**config.mk**
```make
export PLATFORM = sky130hd
export DESIGN_NAME = mem_arbiter
export DESIGN_NICKNAME = d
export VERILOG_FILES = /design/src/rtl/mem_arbiter_pkg.sv /design/src/rtl/mem_arbiter_latency_counter.sv /design/src/rtl/mem_arbiter.sv
export SDC_FILE = /design/constraint.sdc
export NUM_CORES = 1
export LEC_CHECK = 0
export CORE_MARGIN = 2
export CORE_UTILIZATION = 36
export CTS_BUF_LIST = sky130_fd_sc_hd__clkbuf_8
export CTS_CLUSTER_SIZE = 40
export DETAILED_ROUTE_END_ITERATION = 7
export GPL_TIMING_DRIVEN = 0
export HOLD_SLACK_MARGIN = 0.12
export PLACE_DENSITY = 0.78
export SETUP_SLACK_MARGIN = 0.2
export SYNTH_ARGS = -nofsm -noshare
export SYNTH_HDL_FRONTEND = slang
export SYNTH_SLANG_ARGS = --single-unit
```
**constraint.sdc**
```tcl
create_clock -name clk -period 2.3 [get_ports clk]
set_clock_uncertainty 0.05 [all_clocks]
set_input_delay 0.46 -clock clk [delete_from_list [all_inputs] [get_ports clk]]
set_output_delay 0.46 -clock clk [all_outputs]
set_load 0.02 [all_outputs]
```
**src/rtl/mem_arbiter_pkg.sv**
```systemverilog
// Shared types and helpers for the two-port unified-memory arbiter.
package mem_arbiter_pkg;

    // Arbiter FSM states.
    typedef enum logic [1:0] {
        ST_IDLE = 2'd0,
        ST_BUSY = 2'd1,
        ST_DONE = 2'd2
    } arb_state_t;

    // Requester identifiers held in the latched port register.
    localparam logic PORT_IF = 1'b0;
    localparam logic PORT_D  = 1'b1;

    // Widths sized for the legal parameter ranges (LATENCY <= 15, MAX_STREAK <= 7).
    localparam int CNT_W    = 4;
    localparam int STREAK_W = 3;

    // Saturating increment of the data-grant streak counter.
    function automatic logic [STREAK_W-1:0] streak_sat_inc(
        input logic [STREAK_W-1:0] streak,
        input logic [STREAK_W-1:0] limit
    );
        logic [STREAK_W-1:0] result;
        if (streak >= limit) begin
            result = limit;
        end else begin
            result = streak + 3'd1;
        end
        return result;
    endfunction

endpackage

```
**src/rtl/mem_arbiter_latency_counter.sv**
```systemverilog
// Busy-cycle counter for one memory access: cleared on grant, advanced while
// the access is in flight, flags the cycle in which the memory is strobed.
module arb_latency_counter
    import mem_arbiter_pkg::*;
#(
    parameter int LATENCY = 4
) (
    input  logic clk,
    input  logic rst,
    input  logic clear,
    input  logic enable,
    output logic tc
);

    localparam logic [CNT_W-1:0] TERMINAL = CNT_W'(LATENCY - 1);

    logic [CNT_W-1:0] cnt_r;

    // Count register: clear has priority so a new grant always restarts at zero.
    always_ff @(posedge clk or posedge rst) begin
        if (rst) begin
            cnt_r <= {CNT_W{1'b0}};
        end else if (clear) begin
            cnt_r <= {CNT_W{1'b0}};
        end else if (enable) begin
            cnt_r <= cnt_r + 4'd1;
        end
    end

    assign tc = (cnt_r == TERMINAL);

endmodule

```
**src/rtl/mem_arbiter.sv**
```systemverilog
// Arbiter sequencing the fetch and data ports onto a single memory instance,
// one access at a time, with fixed latency, data priority and a fetch
// anti-starvation streak limit.
module mem_arbiter
    import mem_arbiter_pkg::*;
#(
    parameter int LATENCY    = 4,
    parameter int MAX_STREAK = 3
) (
    input  logic        clk,
    input  logic        rst,
    input  logic        if_req,
    input  logic [15:0] if_addr,
    output logic [15:0] if_rdata,
    output logic        if_done,
    output logic        if_stall,
    input  logic        d_req,
    input  logic        d_wr,
    input  logic [15:0] d_addr,
    input  logic [15:0] d_wdata,
    output logic [15:0] d_rdata,
    output logic        d_done,
    output logic        d_stall,
    input  logic        halt,
    output logic        ram_en,
    output logic        ram_wr,
    output logic [15:0] ram_addr,
    output logic [15:0] ram_wdata,
    input  logic [15:0] ram_rdata,
    output logic        ram_dump,
    output logic        err
);

    localparam logic [STREAK_W-1:0] STREAK_LIMIT = STREAK_W'(MAX_STREAK);

    arb_state_t            state_r;
    arb_state_t            state_nxt_s;
    logic [STREAK_W-1:0]   streak_r;
    logic [STREAK_W-1:0]   streak_nxt_s;
    logic                  grant_s;
    logic                  grant_port_s;
    logic                  cnt_en_s;
    logic                  finish_s;
    logic                  tc_s;

    logic                  port_r;
    logic                  wr_r;
    logic [15:0]           addr_r;
    logic [15:0]           wdata_r;
    logic [15:0]           if_rdata_r;
    logic [15:0]           d_rdata_r;
    logic                  if_done_r;
    logic                  d_done_r;
    logic                  err_r;
    logic                  misaligned_s;

    arb_latency_counter #(
        .LATENCY (LATENCY)
    ) u_cnt (
        .clk    (clk),
        .rst    (rst),
        .clear  (grant_s),
        .enable (cnt_en_s),
        .tc     (tc_s)
    );

    // FSM state and streak registers.
    always_ff @(posedge clk or posedge rst) begin
        if (rst) begin
            state_r  <= ST_IDLE;
            streak_r <= {STREAK_W{1'b0}};
        end else begin
            state_r  <= state_nxt_s;
            streak_r <= streak_nxt_s;
        end
    end

    // Next-state logic: arbitration in IDLE, latency wait in BUSY, one done cycle.
    always_comb begin
        state_nxt_s  = state_r;
        streak_nxt_s = streak_r;
        grant_s      = 1'b0;
        grant_port_s = PORT_IF;
        cnt_en_s     = 1'b0;
        finish_s     = 1'b0;
        case (state_r)
            ST_IDLE: begin
                if (d_req && (!if_req || (streak_r < STREAK_LIMIT))) begin
                    grant_s      = 1'b1;
                    grant_port_s = PORT_D;
                    state_nxt_s  = ST_BUSY;
                    // Streak only grows while fetch is actually being held off.
                    if (if_req) begin
                        streak_nxt_s = streak_sat_inc(streak_r, STREAK_LIMIT);
                    end else begin
                        streak_nxt_s = {STREAK_W{1'b0}};
                    end
                end else if (if_req) begin
                    grant_s      = 1'b1;
                    grant_port_s = PORT_IF;
                    state_nxt_s  = ST_BUSY;
                    streak_nxt_s = {STREAK_W{1'b0}};
                end else begin
                    state_nxt_s  = ST_IDLE;
                end
            end
            ST_BUSY: begin
                if (tc_s) begin
                    finish_s    = 1'b1;
                    state_nxt_s = ST_DONE;
                end else begin
                    cnt_en_s    = 1'b1;
                    state_nxt_s = ST_BUSY;
                end
            end
            ST_DONE: begin
                state_nxt_s = ST_IDLE;
            end
            default: begin
                state_nxt_s = ST_IDLE;
            end
        endcase
    end

    // Access latch: captured once per grant so memory pins stay stable during BUSY.
    always_ff @(posedge clk or posedge rst) begin
        if (rst) begin
            port_r  <= PORT_IF;
            wr_r    <= 1'b0;
            addr_r  <= 16'h0000;
            wdata_r <= 16'h0000;
        end else if (grant_s) begin
            port_r <= grant_port_s;
            if (grant_port_s == PORT_D) begin
                wr_r    <= d_wr;
                addr_r  <= d_addr;
                wdata_r <= d_wdata;
            end else begin
                wr_r    <= 1'b0;
                addr_r  <= if_addr;
                wdata_r <= 16'h0000;
            end
        end
    end

    assign misaligned_s = addr_r[0];

    // Completion: done pulses, read-data capture and sticky misalignment error.
    always_ff @(posedge clk or posedge rst) begin
        if (rst) begin
            if_done_r  <= 1'b0;
            d_done_r   <= 1'b0;
            if_rdata_r <= 16'h0000;
            d_rdata_r  <= 16'h0000;
            err_r      <= 1'b0;
        end else begin
            if_done_r <= finish_s && (port_r == PORT_IF);
            d_done_r  <= finish_s && (port_r == PORT_D);
            if (finish_s && !wr_r && !misaligned_s) begin
                if (port_r == PORT_D) begin
                    d_rdata_r <= ram_rdata;
                end else begin
                    if_rdata_r <= ram_rdata;
                end
            end
            if (finish_s && misaligned_s) begin
                err_r <= 1'b1;
            end
        end
    end

    // Memory strobe is decoded from flops only: last busy cycle of an aligned access.
    assign ram_en    = (state_r == ST_BUSY) && tc_s && !misaligned_s;
    assign ram_wr    = ram_en && wr_r;
    assign ram_addr  = addr_r;
    assign ram_wdata = wdata_r;
    assign ram_dump  = halt || err_r;

    assign if_rdata  = if_rdata_r;
    assign d_rdata   = d_rdata_r;
    assign if_done   = if_done_r;
    assign d_done    = d_done_r;
    assign err       = err_r;
    assign if_stall  = if_req && !if_done_r;
    assign d_stall   = d_req && !d_done_r;

endmodule

```
==> results.md, run 1 <==
Power and ir drop:
- For this design the static power due to leakage is ~2.5 nW.
- Power spread over the standard cell area amounts to approximately 1400 mW/mm^2.
- The worst-case IR drop observed on VDD is about 0.68 mV.

Detailed routing:
- The first-iteration detailed-routing DRC count is just under 90.
- Summing over every cut layer, the via total after detailed routing is around 2600.
- The number of routed nets with antenna violations is 0.
- After detailed routing, the average wire length per cell comes to between 15 and 20 microns.
- Using the TritonRoute via totals, the vias-per-cell ratio works out to ~4.8.
- Summed over all layers, the routed wires come to 8496 microns.
- The first detailed-routing pass ran for 4 iterations.
- The remaining design rule violation count is 0.

CTS:
- The buffer type at the clock tree root is sky130_fd_sc_hd__clkbuf_8.
- Counting along the longest clock path gives a buffer depth of 2.
- The later pin in the worst-skew pair is clocked with a latency of roughly 340 ps.
- The number of buffers inserted by hold repair at cts is 0.
- Clock-pin slew was measured on the worst setup and hold paths at approximately 90 ps.
- The clock tree from TritonCTS is yes.
- For this design, the sink count on the clock tree is between 70 and 80.
- The number of buffers added by the clock tree synthesis step is 9.
- The H-tree was split into 3 levels.

Worst hold path:
- The class of the tightest hold or removal check is in2async.

Global routing:
- The number of antenna violations at the first check in global routing is 0.
- The number of global-route vias before repair is between 2000 and 3000.
- Global routing finished with a remaining overflow of 0.
- The global-route wire length before repair is 13520 microns.
- Entering global routing, the biggest net connects 38 pins.
- The global router's overall resource usage is between 10% and 20%.

Placement:
- The instance area at placement is approximately 0.0049 sq mm.
- The pre-CTS setup slack is -314.4 ps.
- The post-detailed-placement half-perimeter wirelength is between 6000 and 7000 microns.
- The number of port buffers is 140.
- The placer congestion estimate is 0.7653.

Logic synthesis:
- The cell type contributing the most total cell area after synthesis is sky130_fd_sc_hd__dfrtp_1.
- The proportion of netlist area held by the largest area contributor is about three fifths.
- Each instance of the synthesized netlist takes up on average between 10 and 15 sq um.
- The cell area that synthesis handed to floorplanning was 0.003319 sq mm.
- Among all cell types in the netlist, the one instantiated most often is sky130_fd_sc_hd__dfrtp_1.
- By area the synthesized netlist is led by sky130_fd_sc_hd__dfrtp_1, sky130_fd_sc_hd__mux2_4, sky130_fd_sc_hd__inv_1, sky130_fd_sc_hd__a222oi_1, sky130_fd_sc_hd__a22o_1.
- The number of storage elements in the synthesis netlist is 78.
- The sequential-to-total area share from yosys stat is between 50% and 60%.
- Counting flops with a built-in enable in the synthesized netlist gives 0.
- The unique cell type count in the Yosys netlist is 36.
- By count the netlist is led by sky130_fd_sc_hd__dfrtp_1, sky130_fd_sc_hd__inv_1, sky130_fd_sc_hd__mux2_4.
- The most used flip-flop cell after synthesis is sky130_fd_sc_hd__dfrtp_1.
- The count of mapped cells out of synthesis is between 200 and 300.
- The number of warnings issued by yosys is 0.
- The share of flip-flops with an asynchronous set or reset after synthesis is 100.0%.
- The post-synthesis net count is 329.

Die:
- For this configuration, the core starts out at a cell density of between 30 and 40%.
- about 140 I/O pins were placed.
- The site row count is 35.
- From bottom edge to top edge, the die measures roughly 100 microns.
- The floorplan step defined a die boundary enclosing 0.01001 sq mm.
- In this run the horizontal extent of the chip is ~100 microns.
- The placeable core area is 0.009109 sq mm.

STA:
- The final-report setup violation count is 0.
- The final worst-path setup slack is 182.0 ps.
- The clock period could shrink to between 2000 and 2500 ps.
- For this run, the top clock speed supported by timing is around 0.47 GHz.
- The measured slew at the worst slew-check pin is ~610 ps.
- In this run the tightest slew margin relative to its limit is between 50% and 60%.
- Setup repair after global routing could not meet its margin everywhere.
- The count of final hold-check violations is 0.
- The max-slew violation count is 0.
- The final critical path takes up 92.09% of the cycle.

Finish:
- The number of fill cells in the layout is between 700 and 800.
- From synthesis to final layout, the design area changed by 55.52%.
- In the final design database the tool counted approximately 500 nets.
- The diode insertion count for antenna repair is 0.
- The share of final-layout standard cells stronger than drive strength 1 is around 18%.
- The final instance area is ~0.0052 sq mm.

Setup path:
- Walking the worst path, the cells encountered are ha_2 > nor3b_4 > nand2_2 > inv_2 > and3_1 > buf_4.
- The arrival time reported for the critical path endpoint is between 1500 and 2000 ps.
- In this design, the stage delay of the slowest critical-path cell is roughly 380 ps.
- The capturing element type of the critical path is an output port.
- On the critical path the largest part of the delay comes from simple AND/OR/NAND/NOR gates.
- For this design, the slowest cell found on the critical path is sky130_fd_sc_hd__dfrtp_1.
- The origin of the critical flop-to-flop path is u_cnt.cnt_r[1]$_DFFE_PP0P_.
- The data required time at the worst endpoint is around 1800 ps.
- STA classifies the critical path startpoint as a flop.
- The register-to-register path setup slack is between 200 and 300 ps.
- The biggest fanout along the worst timing path is 3.
- The worst register-to-register path ends at if_rdata[8]$_DFFE_PP0P_.
- Counting both buffers and inverters, the worst setup path holds a total of 2.
- The worst reg2reg path depth is 7.
- The worst setup path is of the reg2out kind.

Run status:
- The run finished with clean final reports.

Run:
- The count of max-cap constraint violations is 0.
-- placed cells by master (no fill, tap or decap), types with 7 or more instances in the layout --
cell	n
sky130_fd_sc_hd__a222oi_1	15
sky130_fd_sc_hd__a22o_1	17
sky130_fd_sc_hd__buf_4	7
sky130_fd_sc_hd__clkbuf_8	10
sky130_fd_sc_hd__clkdlybuf4s50_1	136
sky130_fd_sc_hd__dfrtp_1	78
sky130_fd_sc_hd__inv_1	51
sky130_fd_sc_hd__mux2_2	12
sky130_fd_sc_hd__mux2_4	20
sky130_fd_sc_hd__nor2_1	8
-- through the flow --
step	hold WS (ps)	setup TNS, ps	total power, mW	std cells	utilization, %
floorplan	431.7	0	4.240	256	-
detailed placement	441.0	-701.9	5.902	509	53.83
finish	362.6	0	7.050	530	56.68
CTS	367.4	0	7.090	528	56.40
global placement	438.5	-502.5	5.793	507	53.39
global route	381.0	0	7.421	530	56.68
-- per-layer routing --
layer	share of wire [%]	track usage, %	up-vias
met2	52	30.51	78
met5	0	0	-
li1	-	-	1212
met1	41	20.25	1262
met4	2.7	7.376	0
met3	4.9	3.969	18
-- logic make-up (layout without fill, tap and decap cells) --
family | count (synthesis) | after routing | share of synthesized area (%)
AO/OA/AOI/OAI | 51 | 51 | 13.15
buffers and inverters | 64 | 227 | 7.803
AND/OR/NAND/NOR | 27 | 27 | 5.692
flip-flops | 78 | 78 | 58.80
multiplexers | 33 | 33 | 13.42
adder cells (fa/ha/maj) | 3 | 3 | 1.131
-- power by group --
| part | total, mW | leakage [nW] | internal [mW] | switching, mW |
|---|---|---|---|---|
| Sequential | 2.41 | 0.931 | 2.02 | 0.394 |
| Combinational | 3.51 | 1.41 | 1.86 | 1.65 |
| Clock | 1.13 | 0.114 | 0.639 | 0.493 |
-- flip-flops by register name (all words and copies together) (netlist names) --
name and count:
d_rdata 16, if_rdata 16, ram_addr 16, ram_wdata 16, u_cnt.cnt_r 4, streak_r 3, state_r 2, d_done 1
err 1, if_done 1, port_r 1, wr_r 1
-- timing repair --
item	4_1_cts	5_1_grt
buffers inserted	3	2
pin swaps	0	2
setup endpoints to repair	4	5
gates resized for setup	11	11
-- final cells by class --
type,instances,area [sq um],share of cell area (%)
repair buffers,147,1468,28.43
multi-input cells,114,1114,21.57
flip-flops and latches,78,1952,37.81
inverters,52,198.9,3.854
clock inverters,6,85.08,1.648
plain buffers,12,68.82,1.333
well taps,111,138.9,2.690
clock buffers,10,137.6,2.666
-- worst register-to-register path, cell delays in order, from the launching register on --
cell and delay [ps]:
sky130_fd_sc_hd__dfrtp_1 380, sky130_fd_sc_hd__ha_2 210, sky130_fd_sc_hd__nor3b_4 230, sky130_fd_sc_hd__buf_4 140, sky130_fd_sc_hd__buf_4 160, sky130_fd_sc_hd__nand4b_4 200, sky130_fd_sc_hd__buf_6 230, sky130_fd_sc_hd__mux2_4 310
-- worst max path at each step --
stage	start	to	cells after the start
floorplan	u_cnt.cnt_r[1]$_DFFE_PP0P_	ram_wr	5
global placement	u_cnt.cnt_r[1]$_DFFE_PP0P_	ram_wr	6
detailed placement	u_cnt.cnt_r[0]$_DFFE_PP0P_	ram_wr	6
CTS	u_cnt.cnt_r[1]$_DFFE_PP0P_	ram_wr	6
global route	u_cnt.cnt_r[1]$_DFFE_PP0P_	ram_wr	6
finish	u_cnt.cnt_r[1]$_DFFE_PP0P_	ram_wr	6
(Power assumes the default switching activity.)
==> run 2, diff against run 1 <==
--- a/config.mk
+++ b/config.mk
@@ -12,7 +12,7 @@
 export DETAILED_ROUTE_END_ITERATION = 7
 export GPL_TIMING_DRIVEN = 0
 export HOLD_SLACK_MARGIN = 0.12
-export PLACE_DENSITY = 0.78
+export PLACE_DENSITY = 0.75
 export SETUP_SLACK_MARGIN = 0.2
 export SYNTH_ARGS = -nofsm -noshare
 export SYNTH_HDL_FRONTEND = slang
==> constraint.sdc (replaced) <==
create_clock -name clk -period 2.5 [get_ports clk]
set_clock_uncertainty 0.05 [all_clocks]
set_input_delay 0.5 -clock clk [delete_from_list [all_inputs] [get_ports clk]]
set_output_delay 0.5 -clock clk [all_outputs]
set_load 0.02 [all_outputs]
==> run 2 against run 1 <==
Against the previous run: wire length rose by 0.51%; critical path depth fell by 3; die area did not move; clock power fell by 4%; cell count fell by 0.57%; flip-flop and latch count did not move; first-iteration DRC count rose by 47%; worst hold slack improved by 97 ps; setup slack improved by 79 ps; via count rose by 0.27%; non-clock buffer count fell by 3; critical path type is now in2out; largest cell class unchanged; largest power group unchanged.
==> results.md, run 2 (synthesized netlist as in run 1, its figures left out) <==
Finish:
- The number of antenna diodes in the final layout is 0.
- The area growth from synthesis to layout is 54.69%.
- The library cell used most frequently in the layout, excluding fill and tap cells, is sky130_fd_sc_hd__clkdlybuf4s50_1.
- In the layout the commonest cells are sky130_fd_sc_hd__clkdlybuf4s50_1, sky130_fd_sc_hd__dfrtp_1, sky130_fd_sc_hd__inv_1.
- The number of nets at the end of the flow is around 480.
- In the final layout, the share of cells above drive strength 1 is between 10% and 20%.
- The layout has slightly below 800 filler cells.
- The filler-free cell count of the finished design is 527.

Setup path:
- The category of the worst setup path launch point is a primary input.
- The worst register-to-register path ends at if_rdata[14]$_DFFE_PP0P_.
- The capturing element type of the critical path is an output port.
- On the worst path, the slowest cell contributes a delay of 540 ps.
- The register-to-register path setup slack is between 500 and 600 ps.
- The data required time at the worst endpoint is slightly below 2000 ps.
- The worst reg2reg path depth is 6.
- The signal on the critical path passes through clkdlybuf4s50_1 > or2_2 > clkdlybuf4s50_1.
- The critical-path cell with the highest stage delay is sky130_fd_sc_hd__clkdlybuf4s50_1.
- Counting stages on the worst path, the most repeated cell is sky130_fd_sc_hd__clkdlybuf4s50_1.
- The origin of the critical flop-to-flop path is u_cnt.cnt_r[0]$_DFFE_PP0P_.
- The arrival time reported for the critical path endpoint is 1690 ps.
- The kind of critical path is in2out.
- Along the worst path, the maximum fanout reaches 1.

Die:
- The die is 100.0 microns wide.
- The placeable core area is 0.009109 sq mm.
- The initialized floorplan defines 35 standard-cell rows.
- The initial core utilization is 36.44%.
- In this run the vertical extent of the chip is 100.0 microns.
- The die footprint is 0.01001 sq mm.
- In this run the count of I/O pins placed on the die edge is ~140.

STA:
- The count of final hold-check violations was 0.
- The final critical path takes up about 90% of the cycle.
- The time the final worst path needs with I/O delays and setup is about 2200 ps.
- At the pin with the least slew margin, the transition time is ~860 ps.
- The max-slew violation count is 0.
- Setup repair after global routing could not meet its margin everywhere.
- The achievable clock frequency is 0.4466 GHz.
- The tightest hold path in the finished design has a slack of 460.0 ps.
- The worst max-slew margin expressed relative to the limit is a little over two fifths.
- The final-report setup violation count is 0.

Worst hold path:
- The endpoint with the worst hold slack is ram_wdata[2]$_DFFE_PP0N_.
- Along the worst hold path, the cell count comes to 1.
- The min-delay analysis places its worst path in the category reg2reg.
- The hold path startpoint is ram_wdata[2]$_DFFE_PP0N_.

Run status:
- The flow ran to the end, and the final reports show no timing, DRC or antenna violations.

Detailed routing:
- The first-iteration detailed-routing DRC count is between 100 and 150.
- The wire length reported by the detailed router is ~8500 microns.
- The first-pass detailed-route iteration total is 5.
- The wire length per cell after detailed routing is 16.20 microns.
- After detailed routing, the number of vias per cell comes to around 4.9.
- The count of nets left with antenna violations once routing finished came out at 0.
- The final route contains roughly 2600 vias.
- For this run, design rule violations remaining after detail routing come to 0.

CTS:
- At the later pin of the worst-skew pair, clock insertion delay measures approximately 340 ps.
- The clock passes through at most 2 buffers.
- Clock tree synthesis selected as its root buffer the cell sky130_fd_sc_hd__clkbuf_8.
- The clock tree from TritonCTS is yes.
- Clock tree synthesis found a total of 78 sinks.
- The number of buffers added by the clock tree synthesis step is 9.
- Clock-pin slew was measured on the worst setup and hold paths at 70 ps.
- The clock tree synthesis step divided the H-tree into 3 levels.
- In this run, post-CTS hold repair placed 0 buffers.

Power and ir drop:
- The total power density per cell area is approximately 1300 mW/mm^2.
- The worst voltage drop across the vdd grid is 0.5782 mV.
- Summed over all cells, the static leakage comes to between 2 and 2.5 nW.

Placement:
- The wire-length estimate of the detail-placed layout is approximately 6400 microns.
- The number of placed instances, taps included, is approximately 510.
- The placer congestion estimate is between 0.7 and 0.8.
- The number of port buffers is 140.

Run:
- The count of max-cap constraint violations is 0.

Global routing:
- For this run the aggregate overflow at the end of global routing stands at 0.
- The number of antenna violations at the first check in global routing is 0.
- Global routing used 17.58% of the available tracks.
- The number of global-route vias before repair is roughly 2600.
- The first global-routing pass estimated 13540 microns of wire.
- The pin count of the biggest net entering global routing is roughly 40.
-- run 2: changes by cell type in the layout (fill, tap and decap cells not counted), sizes merged --
cell           delta
clkbuf            -1
buf               -2
clkdlybuf4s50     +1
inv               -2
clkinv            +1
-- run 2: layer usage --
layer	vias up	share of wire [%]	global-route usage [%]
li1	1203	-	-
met1	1282	41	22.38
met2	74	52	28.79
met3	18	4.9	4.666
met4	0	2.2	6.849
met5	-	0	0
-- run 2: final cells by class --
| cell class | instances | area (sq um) | area share, % |
|---|---|---|---|
| tap | 111 | 138.9 | 2.705 |
| sequential | 78 | 1952 | 38.01 |
| clock buffer | 11 | 151.4 | 2.948 |
| buffer | 12 | 63.81 | 1.243 |
| inverter | 52 | 198.9 | 3.874 |
| multi-input combinational | 114 | 1114 | 21.69 |
| clock inverter | 5 | 81.33 | 1.584 |
| timing repair buffer | 144 | 1435 | 27.95 |
-- run 2: power breakdown --
group	switching (mW)	internal (mW)	total, mW
Clock	0.463	0.617	1.08
Sequential	0.363	1.85	2.22
Combinational	1.51	1.69	3.20
-- run 2: worst max path at each step --
stage | start | end | slack [ps] | depth (start not counted)
2_1_floorplan | u_cnt.cnt_r[1]$_DFFE_PP0P_ | ram_wr | 540 | 5
3_5_place_dp | u_cnt.cnt_r[0]$_DFFE_PP0P_ | ram_wr | -160 | 6
4_1_cts | u_cnt.cnt_r[0]$_DFFE_PP0P_ | ram_wr | 20 | 6
5_1_grt | u_cnt.cnt_r[0]$_DFFE_PP0P_ | ram_wr | 150 | 6
6_report | halt | ram_dump | 260 | 3
3_3_place_gp | u_cnt.cnt_r[1]$_DFFE_PP0P_ | ram_wr | -120 | 6
-- run 2: timing repair --
item                       CTS  global route
setup endpoints to repair    3             2
resized for setup            5             7
buffers inserted             1             2
hold endpoints to repair     0             0
-- run 2: metrics by stage --
step | setup WS [ps] | TNS, ps | util (%) | total power, mW | instance area (sq um)
after floorplan | 541.9 | 0 | - | 3.901 | 3323
after global placement | -115.3 | -115.3 | 53.39 | 5.326 | 4863
after detailed placement | -159.1 | -180.6 | 53.61 | 5.419 | 4883
after CTS | 17.28 | 0 | 56.24 | 6.531 | 5122
after global routing | 151.9 | 0 | 56.37 | 6.845 | 5135
final | 260.7 | 0 | 56.37 | 6.497 | 5135
-- run 2: worst max-delay path, delay by kind of cell --
kind          cells  cell delay, ps
buf+inv           2             930
simple gates      1             270
